--- src/rtl/sdram_cpu_port.sv ---
// sdram_cpu_port
//   Sits between the CPU/two-way cache and one SDRAM controller port.
//   - Cache line fills become critical-word-first 4-word burst reads. Fill data
//     returns on cache_data with a one-cycle cache_fill strobe on the first word.
//   - CPU write-through traffic goes into a small write-merging FIFO. The FIFO
//     drains to SDRAM one word at a time whenever no fill is pending.
//   - A fill whose line still has buffered writes drains the buffer first, so a
//     read never overtakes an older write to the same cacheline.
// Ports
//   clk, reset_n                  clock, synchronous active-low reset
//   cpu_addr/req/rw_n/rwl_n/rwu_n CPU request; only writes (rw_n=0) are handled
//   data_from_cpu                 write data
//   cpu_wr_ack                    one-cycle pulse when a write is accepted
//   wb_full                       registered buffer-full flag
//   cache_req                     line-fill request (level)
//   cache_fill, cache_data        fill strobe (first word only) and fill data
//   sd_req/ack/we/addr/dqm/wdata  SDRAM transaction request, held until sd_ack
//   sd_rdata, sd_rvalid           burst read data (4 consecutive words)
module sdram_cpu_port #(
  parameter int unsigned WB_DEPTH  = 4,
  parameter int unsigned ADDR_BITS = 26
) (
  input  logic                 clk,
  input  logic                 reset_n,
  input  logic [31:0]          cpu_addr,
  input  logic                 cpu_req,
  input  logic                 cpu_rw_n,
  input  logic                 cpu_rwl_n,
  input  logic                 cpu_rwu_n,
  input  logic [15:0]          data_from_cpu,
  output logic                 cpu_wr_ack,
  output logic                 wb_full,
  input  logic                 cache_req,
  output logic                 cache_fill,
  output logic [15:0]          cache_data,
  output logic                 sd_req,
  input  logic                 sd_ack,
  output logic                 sd_we,
  output logic [ADDR_BITS-2:0] sd_addr,
  output logic [1:0]           sd_dqm,
  output logic [15:0]          sd_wdata,
  input  logic [15:0]          sd_rdata,
  input  logic                 sd_rvalid
);

  localparam int unsigned PtrW = $clog2(WB_DEPTH);
  localparam int unsigned CntW = $clog2(WB_DEPTH + 1);
  localparam int unsigned WaW  = ADDR_BITS - 1;

  localparam logic [1:0] ST_IDLE     = 2'd0;
  localparam logic [1:0] ST_WR_ISSUE = 2'd1;
  localparam logic [1:0] ST_RD_ISSUE = 2'd2;
  localparam logic [1:0] ST_RD_DATA  = 2'd3;

  // Write buffer storage
  logic [WaW-1:0]  r_wb_addr [WB_DEPTH];
  logic [1:0]      r_wb_dqm  [WB_DEPTH];
  logic [15:0]     r_wb_data [WB_DEPTH];
  logic [PtrW-1:0] r_head;
  logic [PtrW-1:0] r_tail;
  logic [CntW-1:0] r_count;

  logic [1:0]      r_state;
  logic [1:0]      r_rcnt;
  logic            r_acc;
  logic            r_wb_full;
  logic            r_cpu_wr_ack;
  logic            r_cache_fill;
  logic [15:0]     r_cache_data;
  logic            r_sd_req;
  logic            r_sd_we;
  logic [WaW-1:0]  r_sd_addr;
  logic [1:0]      r_sd_dqm;
  logic [15:0]     r_sd_wdata;

  logic            w_wr_req;
  logic [1:0]      w_wr_dqm;
  logic [WaW-1:0]  w_wr_waddr;
  logic            w_no_bytes;
  logic            w_full;
  logic [PtrW-1:0] w_tail_idx;
  logic            w_tail_busy;
  logic            w_merge;
  logic            w_push;
  logic            w_pop;
  logic            w_accept;
  logic            w_line_hit;
  logic [PtrW-1:0] w_off;
  logic            w_start_wr;
  logic            w_start_rd;
  logic [CntW-1:0] w_count_d;
  logic            w_unused;

  assign w_unused   = ^{cpu_addr[31:ADDR_BITS], cpu_addr[0]};

  // A write is only taken once per cpu_req assertion.
  assign w_wr_req   = cpu_req & ~cpu_rw_n & ~r_acc;
  assign w_wr_dqm   = {cpu_rwu_n, cpu_rwl_n};
  assign w_wr_waddr = cpu_addr[ADDR_BITS-1:1];
  // A write with no byte enabled is acknowledged but never stored, so an
  // all-masked SDRAM write can never be issued.
  assign w_no_bytes = &w_wr_dqm;
  assign w_full     = (r_count == CntW'(WB_DEPTH));
  assign w_tail_idx = r_tail - PtrW'(1);

  // The tail must not change once it has been (or is being) copied to sd_*.
  assign w_tail_busy = (w_tail_idx == r_head) && ((r_state == ST_WR_ISSUE) || w_start_wr);
  assign w_merge  = w_wr_req && !w_no_bytes && (r_count != '0) &&
                    (r_wb_addr[w_tail_idx] == w_wr_waddr) && !w_tail_busy;
  // Full refuses a push even when the head pops in the same cycle.
  assign w_push   = w_wr_req && !w_no_bytes && !w_merge && !w_full;
  assign w_accept = w_merge || w_push || (w_wr_req && w_no_bytes);
  assign w_pop    = (r_state == ST_WR_ISSUE) && sd_ack;

  always_comb begin
    w_count_d = r_count;
    if (w_push && !w_pop) begin
      w_count_d = r_count + CntW'(1);
    end else if (!w_push && w_pop) begin
      w_count_d = r_count - CntW'(1);
    end
  end

  // Any live entry in the same cacheline as the requested fill.
  always_comb begin
    w_line_hit = 1'b0;
    w_off      = '0;
    for (int i = 0; i < int'(WB_DEPTH); i++) begin
      w_off = PtrW'(i) - r_head;
      if (({1'b0, w_off} < r_count) &&
          (r_wb_addr[i][WaW-1:2] == cpu_addr[ADDR_BITS-1:3])) begin
        w_line_hit = 1'b1;
      end
    end
  end

  // Fill wins unless its line is still buffered; then the FIFO drains in order.
  assign w_start_wr = (r_state == ST_IDLE) && (r_count != '0) && (!cache_req || w_line_hit);
  assign w_start_rd = (r_state == ST_IDLE) && cache_req && !w_line_hit;

  always_ff @(posedge clk) begin
    if (w_push) begin
      r_wb_addr[r_tail] <= w_wr_waddr;
      r_wb_dqm[r_tail]  <= w_wr_dqm;
      r_wb_data[r_tail] <= data_from_cpu;
    end else if (w_merge) begin
      if (!cpu_rwl_n) r_wb_data[w_tail_idx][7:0]  <= data_from_cpu[7:0];
      if (!cpu_rwu_n) r_wb_data[w_tail_idx][15:8] <= data_from_cpu[15:8];
      r_wb_dqm[w_tail_idx] <= r_wb_dqm[w_tail_idx] & w_wr_dqm;
    end
  end

  always_ff @(posedge clk) begin
    if (!reset_n) begin
      r_state      <= ST_IDLE;
      r_head       <= '0;
      r_tail       <= '0;
      r_count      <= '0;
      r_rcnt       <= '0;
      r_acc        <= 1'b0;
      r_wb_full    <= 1'b0;
      r_cpu_wr_ack <= 1'b0;
      r_cache_fill <= 1'b0;
      r_cache_data <= '0;
      r_sd_req     <= 1'b0;
      r_sd_we      <= 1'b0;
      r_sd_addr    <= '0;
      r_sd_dqm     <= 2'b11;
      r_sd_wdata   <= '0;
    end else begin
      r_cpu_wr_ack <= w_accept;
      r_acc        <= cpu_req & (r_acc | w_accept);
      if (w_push) r_tail <= r_tail + PtrW'(1);
      if (w_pop)  r_head <= r_head + PtrW'(1);
      r_count      <= w_count_d;
      r_wb_full    <= (w_count_d == CntW'(WB_DEPTH));
      r_cache_fill <= 1'b0;

      case (r_state)
        ST_IDLE: begin
          if (w_start_wr) begin
            r_sd_req   <= 1'b1;
            r_sd_we    <= 1'b1;
            r_sd_addr  <= r_wb_addr[r_head];
            r_sd_dqm   <= r_wb_dqm[r_head];
            r_sd_wdata <= r_wb_data[r_head];
            r_state    <= ST_WR_ISSUE;
          end else if (w_start_rd) begin
            // Critical word first: the controller wraps within the line.
            r_sd_req   <= 1'b1;
            r_sd_we    <= 1'b0;
            r_sd_addr  <= cpu_addr[ADDR_BITS-1:1];
            r_sd_dqm   <= 2'b00;
            r_state    <= ST_RD_ISSUE;
          end
        end
        ST_WR_ISSUE: begin
          if (sd_ack) begin
            r_sd_req <= 1'b0;
            r_state  <= ST_IDLE;
          end
        end
        ST_RD_ISSUE: begin
          if (sd_ack) begin
            r_sd_req <= 1'b0;
            r_rcnt   <= '0;
            r_state  <= ST_RD_DATA;
          end
        end
        ST_RD_DATA: begin
          if (sd_rvalid) begin
            r_cache_data <= sd_rdata;
            r_cache_fill <= (r_rcnt == 2'd0);
            r_rcnt       <= r_rcnt + 2'd1;
            if (r_rcnt == 2'd3) r_state <= ST_IDLE;
          end
        end
        default: r_state <= ST_IDLE;
      endcase
    end
  end

  assign cpu_wr_ack = r_cpu_wr_ack;
  assign wb_full    = r_wb_full;
  assign cache_fill = r_cache_fill;
  assign cache_data = r_cache_data;
  assign sd_req     = r_sd_req;
  assign sd_we      = r_sd_we;
  assign sd_addr    = r_sd_addr;
  assign sd_dqm     = r_sd_dqm;
  assign sd_wdata   = r_sd_wdata;

endmodule

--- config.mk ---
export PLATFORM = sky130hd
export DESIGN_NAME = sdram_cpu_port
export DESIGN_NICKNAME = d
export VERILOG_FILES = /design/src/rtl/sdram_cpu_port.sv
export SDC_FILE = /design/constraint.sdc
export NUM_CORES = 1
export LEC_CHECK = 0
export BUFFER_PORTS_ARGS = -buffer_cell sky130_fd_sc_hd__buf_2
export CAP_MARGIN = 25
export CORE_MARGIN = 4
export CORE_UTILIZATION = 55
export CTS_BUF_LIST = sky130_fd_sc_hd__clkbuf_16
export DETAILED_ROUTE_END_ITERATION = 8
export GPL_ROUTABILITY_DRIVEN = 1
export PLACE_DENSITY_LB_ADDON = 0.05
export SYNTH_ARGS = -nofsm -noshare
export SYNTH_HDL_FRONTEND = slang
export SYNTH_SLANG_ARGS = --single-unit
--- constraint.sdc ---
create_clock -name clk -period 9.2 [get_ports clk]
set_input_delay 0.46 -clock clk [delete_from_list [all_inputs] [get_ports clk]]
set_output_delay 0.46 -clock clk [all_outputs]
set_load 0.03 [all_outputs]
# == Word-level counts from Yosys, hierarchy flattened ==
# Memories as Yosys holds them, arrays and structs flattened. A register that Yosys moved wholly into a read port is not among the register bits.
# Cells that the tools add are included.
# op_classes
n_addsub,10
bitwise,7
mux,48
order_cmp,4
reduce_logical,49
n_eq_ne,18
# ops
op,n
$eq A23 B23 Y1,4
$mux W25,2
$mux W2,17
$eq A25 B25 Y1,1
$mux W1,23
$logic_and A1 B1 Y1,19
$mux W16,1
$reduce_or A16 Y1,1
$lt A2 B3 Y1,4
$logic_not A1 Y1,9
$reduce_and A3 Y1,3
$ne A2 B2 Y1 const B,4
$pmux W2 S4,1
$reduce_and A2 Y1,4
$add A2 B1 Y2 const B,3
$eq A2 B2 Y1 const B,3
$eq A3 B3 Y1 const B,2
$mux W3,2
$reduce_bool A2 Y1,3
$reduce_and A5 Y1,1
$logic_not A2 Y1,2
$logic_or A1 B1 Y1,4
$pmux W2 S2,1
$reduce_or A2 Y1,2
other kinds (15),20
# totals
ff_bits,60
ramBits,172
output_inout_bits,64
mem_count,3
in_bits,73
wordCells,153
# mem_list
memory,depth,word_bits,read_ports,rd_clocked_by_memory_dff,wr,line,text
r_wb_addr,4,25,6,1,1,56,logic [WaW-1:0] r_wb_addr [WB_DEPTH];
r_wb_data,4,16,1,1,1,58,logic [15:0] r_wb_data [WB_DEPTH];
r_wb_dqm,4,2,2,1,1,57,logic [1:0] r_wb_dqm [WB_DEPTH];

# == Logic depth before layout (Yosys ltp) ==
# Gate-level depths: netlist (run 1).
# depth
depth_word,21
mapped_depth,17

# == Least setup slack after synthesis (run 1) ==
# Ideal clock, no wire load.
# synth_path
kind,register to register
startpoint,register r_tail[0]
endpoint,memory r_wb_data[3][0] (enable)
setup_ps,387
stages_incl_launch_ff,16
t_arrival_ps,4207
required_ps,8813
synth_period_minus_slack_ps,4593
path_slack_ps,4607
path_cell_list,dfxtp_1 > buf_6 > buf_12 > buf_2 > clkbuf_1 > inv_1 > ha_1 > buf_2 > mux4_2 > xor2_1 > nor4_1 > nand4_1 > nor4_4 > nand2_1 > or2_1 > o31ai_1
# synth_via
elab_chain_cells,12
elab_cells_between_ends,22
classes_between,add/sub: 1; eq/ne: 2; mux: 10; reduce/logical: 8; memory: 1
# synth_lines
item,line,text
start: declaration,60,logic [PtrW-1:0] r_tail;
start signal: assignment,173,if (w_push) r_tail <= r_tail + PtrW'(1);
$sub A2 B1 Y2 (*),104,assign w_tail_idx = r_tail - PtrW'(1);
net w_tail_idx[0],81,logic [PtrW-1:0] w_tail_idx;
$mem_v2 Z4 W25 / $eq A2 B2 Y1 (equally long branches),-,
$eq A25 B25 Y1 / $logic_and A1 B1 Y1 (equally long branches),"109, 107",
$logic_and A1 B1 Y1 / $logic_not A1 Y1 (equally long branches),"108, 109",
$logic_and A1 B1 Y1,109,(r_wb_addr[w_tail_idx] == w_wr_waddr) && !w_tail_busy;
$logic_not A1 Y1,111,assign w_push = w_wr_req && !w_no_bytes && !w_merge && !w_full;
$logic_and A1 B1 Y1 (2 in a row),111,
$mux W1,142,if (w_push) begin
$mux W1 (on tied branches),"147, 148",
$reduce_or A16 Y1 (no source line),-,
$mux W2 (no source line),-,
end: declaration,58,
# Mark *: on every way through the listed nets, which the timed path passes. The rest lies on a longest branch.

# == Worst setup path in the final report (run 1) ==
# layout_path
startpoint,register r_tail[1]
endpoint,memory r_wb_data[3][14] (enable)
# layout_via
elab_chain_cells,12
elab_cells_between_ends,22
classes_between,add/sub: 1; eq/ne: 2; mux: 10; reduce/logical: 8; memory: 1
# layout_lines
item,line
$sub A2 B1 Y2,104
$mem_v2 Z4 W25 / $eq A2 B2 Y1 (equally long branches),-
$eq A25 B25 Y1 / $logic_and A1 B1 Y1 (equally long branches),"109, 107"
$logic_and A1 B1 Y1 / $logic_not A1 Y1 (equally long branches),"108, 109"
$logic_and A1 B1 Y1,109
$logic_not A1 Y1,111
$logic_and A1 B1 Y1 (2 in a row),111
$mux W1,142
$mux W1 (on tied branches),"147, 148"
$reduce_or A16 Y1 (no source line),-
$mux W2 (no source line),-
# Several ways; a longest one is shown, not always the timed one.

==> impl_metrics.py, run 1 <==
metrics = {
    "placement": {
        "gp_congestion": 0.903,
        "dp_hpwl_mm": 18.7,
        "port_buffers": 129,
    },
    "power": {
        "ir_worst_vdd_mv": 0.145,
        "power.density_nw_per_um2": 239,
        "p_total_mw": 3.24,
        "p_leak_nw": 4.76,
    },
    "cts": {
        "path_clk_slew_ns": 0.06,
        "cts_inserted_buffers": 27,
        "post_cts_buffers": 0,
        "h-tree-depth": 1,
        "tritoncts": "built",
        "cts_resized": 0,
        "clock-sinks": 250,
        "cts_buffer_depth": 3,
        "cts_hold_buf": 0,
        "clk_latency_ns": 0.53,
        "clockRootBuffer": "clkbuf_16",
    },
    "synth": {
        "ys.warnings.count": 0,
        "postSynthAreaPerCell_um2": 13.6,
        "synth_edf_count": 172,
        "ys_seq_area_share_pct": 56.8,
        "async_reset_ff_share_pct": 0,
        "netlist_area_um2": 11800,
        "ys_ff_latch": 250,
        "ys_types": 51,
        "synthCells": 872,
        "synth_nets": 963,
        "ys.flop_type": "edfxtp_1",
    },
    "drt": {
        "vias_per_cell": 5.91,
        "drc_errors": 0,
        "wl_mm": 28.0,
        "drtIter0Drc": 519,
        "ant_nets": 0,
        "vias": 7571,
        "wl_per_cell_um": 21.8,
        "dr.pass1.iters": 5,
    },
    "setup_path": {
        "path_cells": "inv_1 > ha_1 > buf_4 > mux4_2 > xor2_1 > nor4_1 > nand4_1 > nor4_4 > nand2_1 > or2_1 > o31ai_1 > buf_4",
        "max_stage_delay_ns": 0.45,
        "critPathLaunchType": "register",
        "critPathArrivalTime_ns": 4.48,
        "critical_path_class": "register to register",
        "path_max_fanout": 19,
        "cp_num_buf_inv": 3,
        "worst_path_max_delay_cell": "ha_1",
        "critPathTopFamily": "simple AND/OR/NAND/NOR gates",
        "path_common_cell": "buf_4",
        "end_kind": "register",
        "required_ns": 9.43,
    },
    "die": {
        "ios": 137,
        "die_w_um": 155,
        "die-area_um2": 23900,
        "fp-row-count": 53,
        "coreArea_um2": 21100,
        "die_h_um": 155,
        "start_util_pct": 56.1,
    },
    "sta": {
        "hold_viol_final": 0,
        "setup_viol": 0,
        "relSlewSlack_pct": 39.5,
        "drv_slew": 0,
        "setup_tns_ns": 0,
        "fmax_ghz": 0.235,
        "min_period_over_period_pct": 46.2,
        "tightestPinTransition_ns": 0.908,
        "skew_ns": 0.0182,
        "fin_crit_ns": 4.25,
        "grt_setup_unrepaired": "false",
        "holdWs_ns": 0.140,
    },
    "global_routing": {
        "grt-busiest-layer": "met2",
        "track_usage_pct": 23.3,
        "grt_pass1_wl_mm": 43.8,
        "grt_pass1_vias": 7746,
        "met2_usage_pct": 38.9,
        "gr-total-overflow": 0,
        "grt_use_met1_pct": 32.7,
        "antenna_found_initial": 2,
        "gr-usage-met3_pct": 3.30,
        "grt_max_degree": 52,
    },
    "layout": {
        "final_layout_size_suffix_gt1_share_pct": 25.2,
        "diodes": 0,
        "final_util_pct": 64.3,
        "finalNetCount": 1077,
        "area_delta_synth_final_pct": 14.6,
        "nFillCells": 1583,
    },
    "status": {
        "status": "finished, final reports clean",
    },
    "min_path": {
        "min_path_type": "primary input to register",
    },
    "flow_run": {
        "maxCapViolations": 0,
    },
}
synth_stat cells, types with 2 or more instances:
library cell,instances,area (µm²)
clkbuf_1,24,90.1
buf_2,33,165
nand2b_1,10,62.6
a211o_1,2,17.5
nor2_1,37,139
ha_1,18,225
inv_1,14,52.6
mux2i_1,56,561
edfxtp_1,172,5160
dfxtp_1,78,1560
nand4_1,11,68.8
a21o_1,2,15.0
o31ai_1,8,60.1
and2_1,7,43.8
nand2_1,52,195
nor2b_1,2,12.5
xnor2_1,50,438
o211ai_1,2,15.0
o41ai_1,2,17.5
xor2_1,73,639
a21oi_1,52,260
buf_4,2,15.0
o2111ai_1,3,26.3
nand3_1,9,45.0
a221o_1,3,30.0
nor3_1,7,35.0
a22oi_1,2,15.0
o21a_1,2,15.0
o21ai_0,34,170
mux4_2,59,1330
a211oi_1,3,22.5
nor4_1,24,150
sequential cells by signal (all words and copies together), names as in the netlist, 3 cells and up, named ones only:
register	count
sd_wdata	16
r_count	3
sd_addr	25
r_wb_dqm	8
r_wb_addr	100
r_wb_data	64
cache_data	16
metal layers:
metal	part of all wire [%]	vias up
met5	0.10	-
met4	1.9	4
met3	5.8	44
met2	49	255
met1	44	3775
li1	-	3493
power by group:
group          leakage (nW)  switching (mW)  internal [mW]
combinational          2.14           0.528          0.305
sequential             2.20          0.0681           1.30
clock                 0.431           0.420          0.614
layout make-up:
class	instances	area, µm²	area share, %
repair buffers	147	813	6.00
clock buffers	27	676	4.98
clock inverters	22	175	1.29
multi-input cells	545	4770	35.2
flip-flops and latches	250	6730	49.6
well taps	275	344	2.54
inverters	15	56.3	0.415
worst register-to-register path: cells and delay by family, from the launching register on:
family	cells	cell delay (ns)
adders and majority gates	1	0.45
DFF	1	0.42
xor gates and xnor gates	1	0.17
muxes	1	0.37
AOI/OAI and AO/OA	1	0.25
buffers and inverters	3	0.72
and+or+nand+nor	5	1.56
cell families (layout without fill, tap and decap cells):
logic type	after synthesis	in the layout	synth area share, %
multiplexers	115	115	16.0
buffers and inverters	77	211	3.05
adder cells (fa/ha/maj)	20	20	2.08
AO/OA/AOI/OAI	122	122	6.15
XOR/XNOR	123	123	9.10
AND/OR/NAND/NOR	165	165	6.83
flip-flops	250	250	56.8
worst paths after layout:
path / from / depth (start not counted) / slack (ns) / to
setup reg to reg: r_tail[1] / 12 / 4.95 / r_wb_data[3][14]
setup / recovery: r_tail[1] / 12 / 4.95 / r_wb_data[3][14]
hold reg to reg: cache_data[11] / 2 / 0.45 / cache_data[11]
hold / removal: data_from_cpu[9] / 1 / 0.14 / r_wb_data[3][9]
placed cells by master (no fill, tap or decap), types with 24 or more instances in the layout:
cell type	count
nor2_1	36
nor4_1	24
buf_2	129
mux2i_1	56
o21ai_0	34
dfxtp_1	75
nand2_1	52
xor2_1	73
mux4_2	59
xnor2_1	50
clkbuf_16	27
edfxtp_1	172
a21oi_1	52
through the flow:
| step | setup slack [ns] | cell area (µm²) | cells |
|---|---|---|---|
| final | 4.95 | 13600 | 1281 |
| after global routing | 4.60 | 13600 | 1281 |
| after CTS | 4.51 | 13500 | 1279 |
| after detailed placement | 4.58 | 12700 | 1230 |
| after global placement | 4.74 | 12700 | 1229 |
| after floorplan | 4.61 | 11800 | 872 |
(Power assumes the default switching activity.)
==> run 2, diff against run 1 <==
--- a/config.mk
+++ b/config.mk
@@ -8,7 +8,7 @@
 export BUFFER_PORTS_ARGS = -buffer_cell sky130_fd_sc_hd__buf_2
 export CAP_MARGIN = 25
 export CORE_MARGIN = 4
-export CORE_UTILIZATION = 55
+export CORE_UTILIZATION = 53
 export CTS_BUF_LIST = sky130_fd_sc_hd__clkbuf_16
 export DETAILED_ROUTE_END_ITERATION = 8
 export GPL_ROUTABILITY_DRIVEN = 1
==> constraint.sdc (replaced) <==
create_clock -name clk -period 3.9 [get_ports clk]
set_input_delay 0.195 -clock clk [delete_from_list [all_inputs] [get_ports clk]]
set_output_delay 0.195 -clock clk [all_outputs]
set_load 0.03 [all_outputs]
==> impl_metrics.py, run 2 (synthesized netlist as in run 1, its figures left out) <==
metrics = {
    "status": {
        "status": "finished, final reports clean",
    },
    "power": {
        "internal_power_mw": 5.22,
        "p_leak_nw": 4.99,
        "clkPwrFrac_pct": 31.3,
        "p_comb_share_pct": 26.3,
        "power.density_nw_per_um2": 542,
        "seqPwrFrac_pct": 42.4,
        "ir_worst_vdd_mv": 0.359,
        "p_sw_mw": 2.40,
        "p_sw_share_pct": 31.5,
    },
    "drt": {
        "wl_per_cell_um": 21.0,
        "drc_errors": 0,
        "vias_per_cell": 5.77,
        "drtIter0Drc": 496,
        "dr.pass1.iters": 5,
        "highest_layer": "met4",
        "wl_mm": 28.0,
        "wl_met3_mm": 1.31,
        "ant_nets": 0,
        "vias": 7692,
        "wl_met2_mm": 13.9,
        "met1_length_mm": 12.2,
    },
    "cts": {
        "tritoncts": "built",
        "post_cts_buffers": 0,
        "clk_latency_ns": 0.54,
        "clock-sinks": 250,
        "clockRootBuffer": "clkbuf_16",
        "path_clk_slew_ns": 0.06,
        "cts_buffer_depth": 3,
        "cts_inserted_buffers": 27,
        "h-tree-depth": 1,
    },
    "setup_path": {
        "required_ns": 4.05,
        "crit_cells": 11,
        "path_max_fanout": 25,
        "max_stage_delay_ns": 0.78,
        "path_cells": "inv_1 > ha_4 > buf_4 > inv_1 > nor3_1 > a211o_1 > nor4_1 > nand4_1 > nor4_4 > a21oi_2 > and2_2",
        "critPathTopFamily": "simple AND/OR/NAND/NOR gates",
        "reg2reg_depth": 11,
        "critPathArrivalTime_ns": 3.84,
        "worst_path_max_delay_cell": "and2_2",
        "path_common_cell": "inv_1",
        "critical_path_class": "register to register",
        "critPathLaunchType": "register",
        "cp_num_buf_inv": 3,
        "end_kind": "register",
    },
    "sta": {
        "fmax_ghz": 0.271,
        "worst_slack_ns": 0.212,
        "skew_ns": 0.0208,
        "grt_setup_unrepaired": "true",
        "hold_viol_final": 0,
        "setup_tns_ns": 0,
        "drv_slew": 0,
        "tightestPinTransition_ns": 0.906,
        "setup_viol": 0,
        "fin_crit_ns": 3.69,
        "relSlewSlack_pct": 39.6,
        "min_period_over_period_pct": 94.6,
    },
    "die": {
        "coreArea_um2": 21900,
        "die_h_um": 157,
        "start_util_pct": 54.1,
        "fp-row-count": 54,
        "die_w_um": 157,
        "ios": 137,
        "die-area_um2": 24800,
    },
    "layout": {
        "layout_commonest_cell": "edfxtp_1",
        "diodes": 0,
        "finalNetCount": 1123,
        "nFillCells": 1688,
        "final_util_pct": 64.3,
        "area_delta_synth_final_pct": 18.9,
        "largest_reg_flops": 100,
        "final_layout_size_suffix_gt1_share_pct": 25.5,
        "final_cell_mix": "edfxtp_1, buf_2, dfxtp_1, xor2_1, mux4_2",
        "largest_register": "r_wb_addr",
    },
    "placement": {
        "dp_hpwl_mm": 19.0,
        "post-place-ws_ns": 0.207,
        "port_buffers": 129,
        "gp_congestion": 0.870,
    },
    "global_routing": {
        "antenna_found_initial": 0,
        "track_usage_pct": 22.5,
        "gr-total-overflow": 0,
        "grt_pass1_wl_mm": 43.4,
        "grt_pass1_vias": 7826,
        "grt_max_degree": 43,
    },
    "min_path": {
        "hold_depth": 1,
        "min_path_type": "primary input to register",
    },
    "flow_run": {
        "maxCapViolations": 0,
    },
}
[run 2: worst register-to-register path, delay by kind of cell, from the launching register on]
family	cells	cell delay (ns)
DFF	1	0.44
adders and majority gates	1	0.43
and+or+nand+nor	5	1.28
buffers and inverters	3	0.59
AOI/OAI and AO/OA	2	0.55
[run 2: timing repair]
item | in CTS | in global routing
gates resized for setup | 0 | 2
setup endpoints to repair | 0 | 35
hold buffers | 42 | 0
endpoints found under the hold margin | 108 | 0
[run 2: per-stage QoR]
step / hold slack, ns / area [µm²] / std cells / total power [mW]
detailed placement: 0.408 / 12800 / 1241 / 5.26
floorplan: 0.294 / 11900 / 872 / 4.67
global placement: 0.405 / 12800 / 1241 / 5.19
finish: 0.0223 / 14100 / 1333 / 7.62
CTS: 0.00133 / 14100 / 1333 / 7.70
global route: 0.0126 / 14100 / 1333 / 8.02
[run 2: layout make-up]
cell class              instances  area [µm²]  area share (%)
inverters                      15        56.3           0.400
clock inverters                23         164            1.16
well taps                     280         350            2.49
multi-input cells             545        4840            34.4
repair buffers                193        1260            8.93
clock buffers                  27         676            4.80
flip-flops and latches        250        6730            47.8
[run 2: final timing paths]
| path | from | end | slack, ns |
|---|---|---|---|
| setup / recovery | r_tail[0] | r_wb_addr[1][22] | 0.21 |
| hold reg to reg | cache_data[4] | cache_data[4] | 0.45 |
| hold / removal | cpu_addr[23] | r_wb_addr[2][22] | 0.02 |
| setup reg to reg | r_tail[0] | r_wb_addr[1][22] | 0.21 |
[run 2: power by group through the flow]
stage | sequential, mW | combinational, mW | clock (mW)
2_1_floorplan | 3.55 | 1.12 | 0
3_3_place_gp | 3.27 | 1.92 | 0
3_5_place_dp | 3.28 | 1.98 | 0
4_1_cts | 3.23 | 2.02 | 2.45
5_1_grt | 3.26 | 2.19 | 2.57
6_report | 3.23 | 2.01 | 2.38
[run 2: layer usage]
layer | global-route usage (%) | vias up
li1 | - | 3589
met1 | 31.1 | 3864
met2 | 38.0 | 198
met3 | 3.30 | 41
met4 | 5.53 | 0
met5 | 0 | -
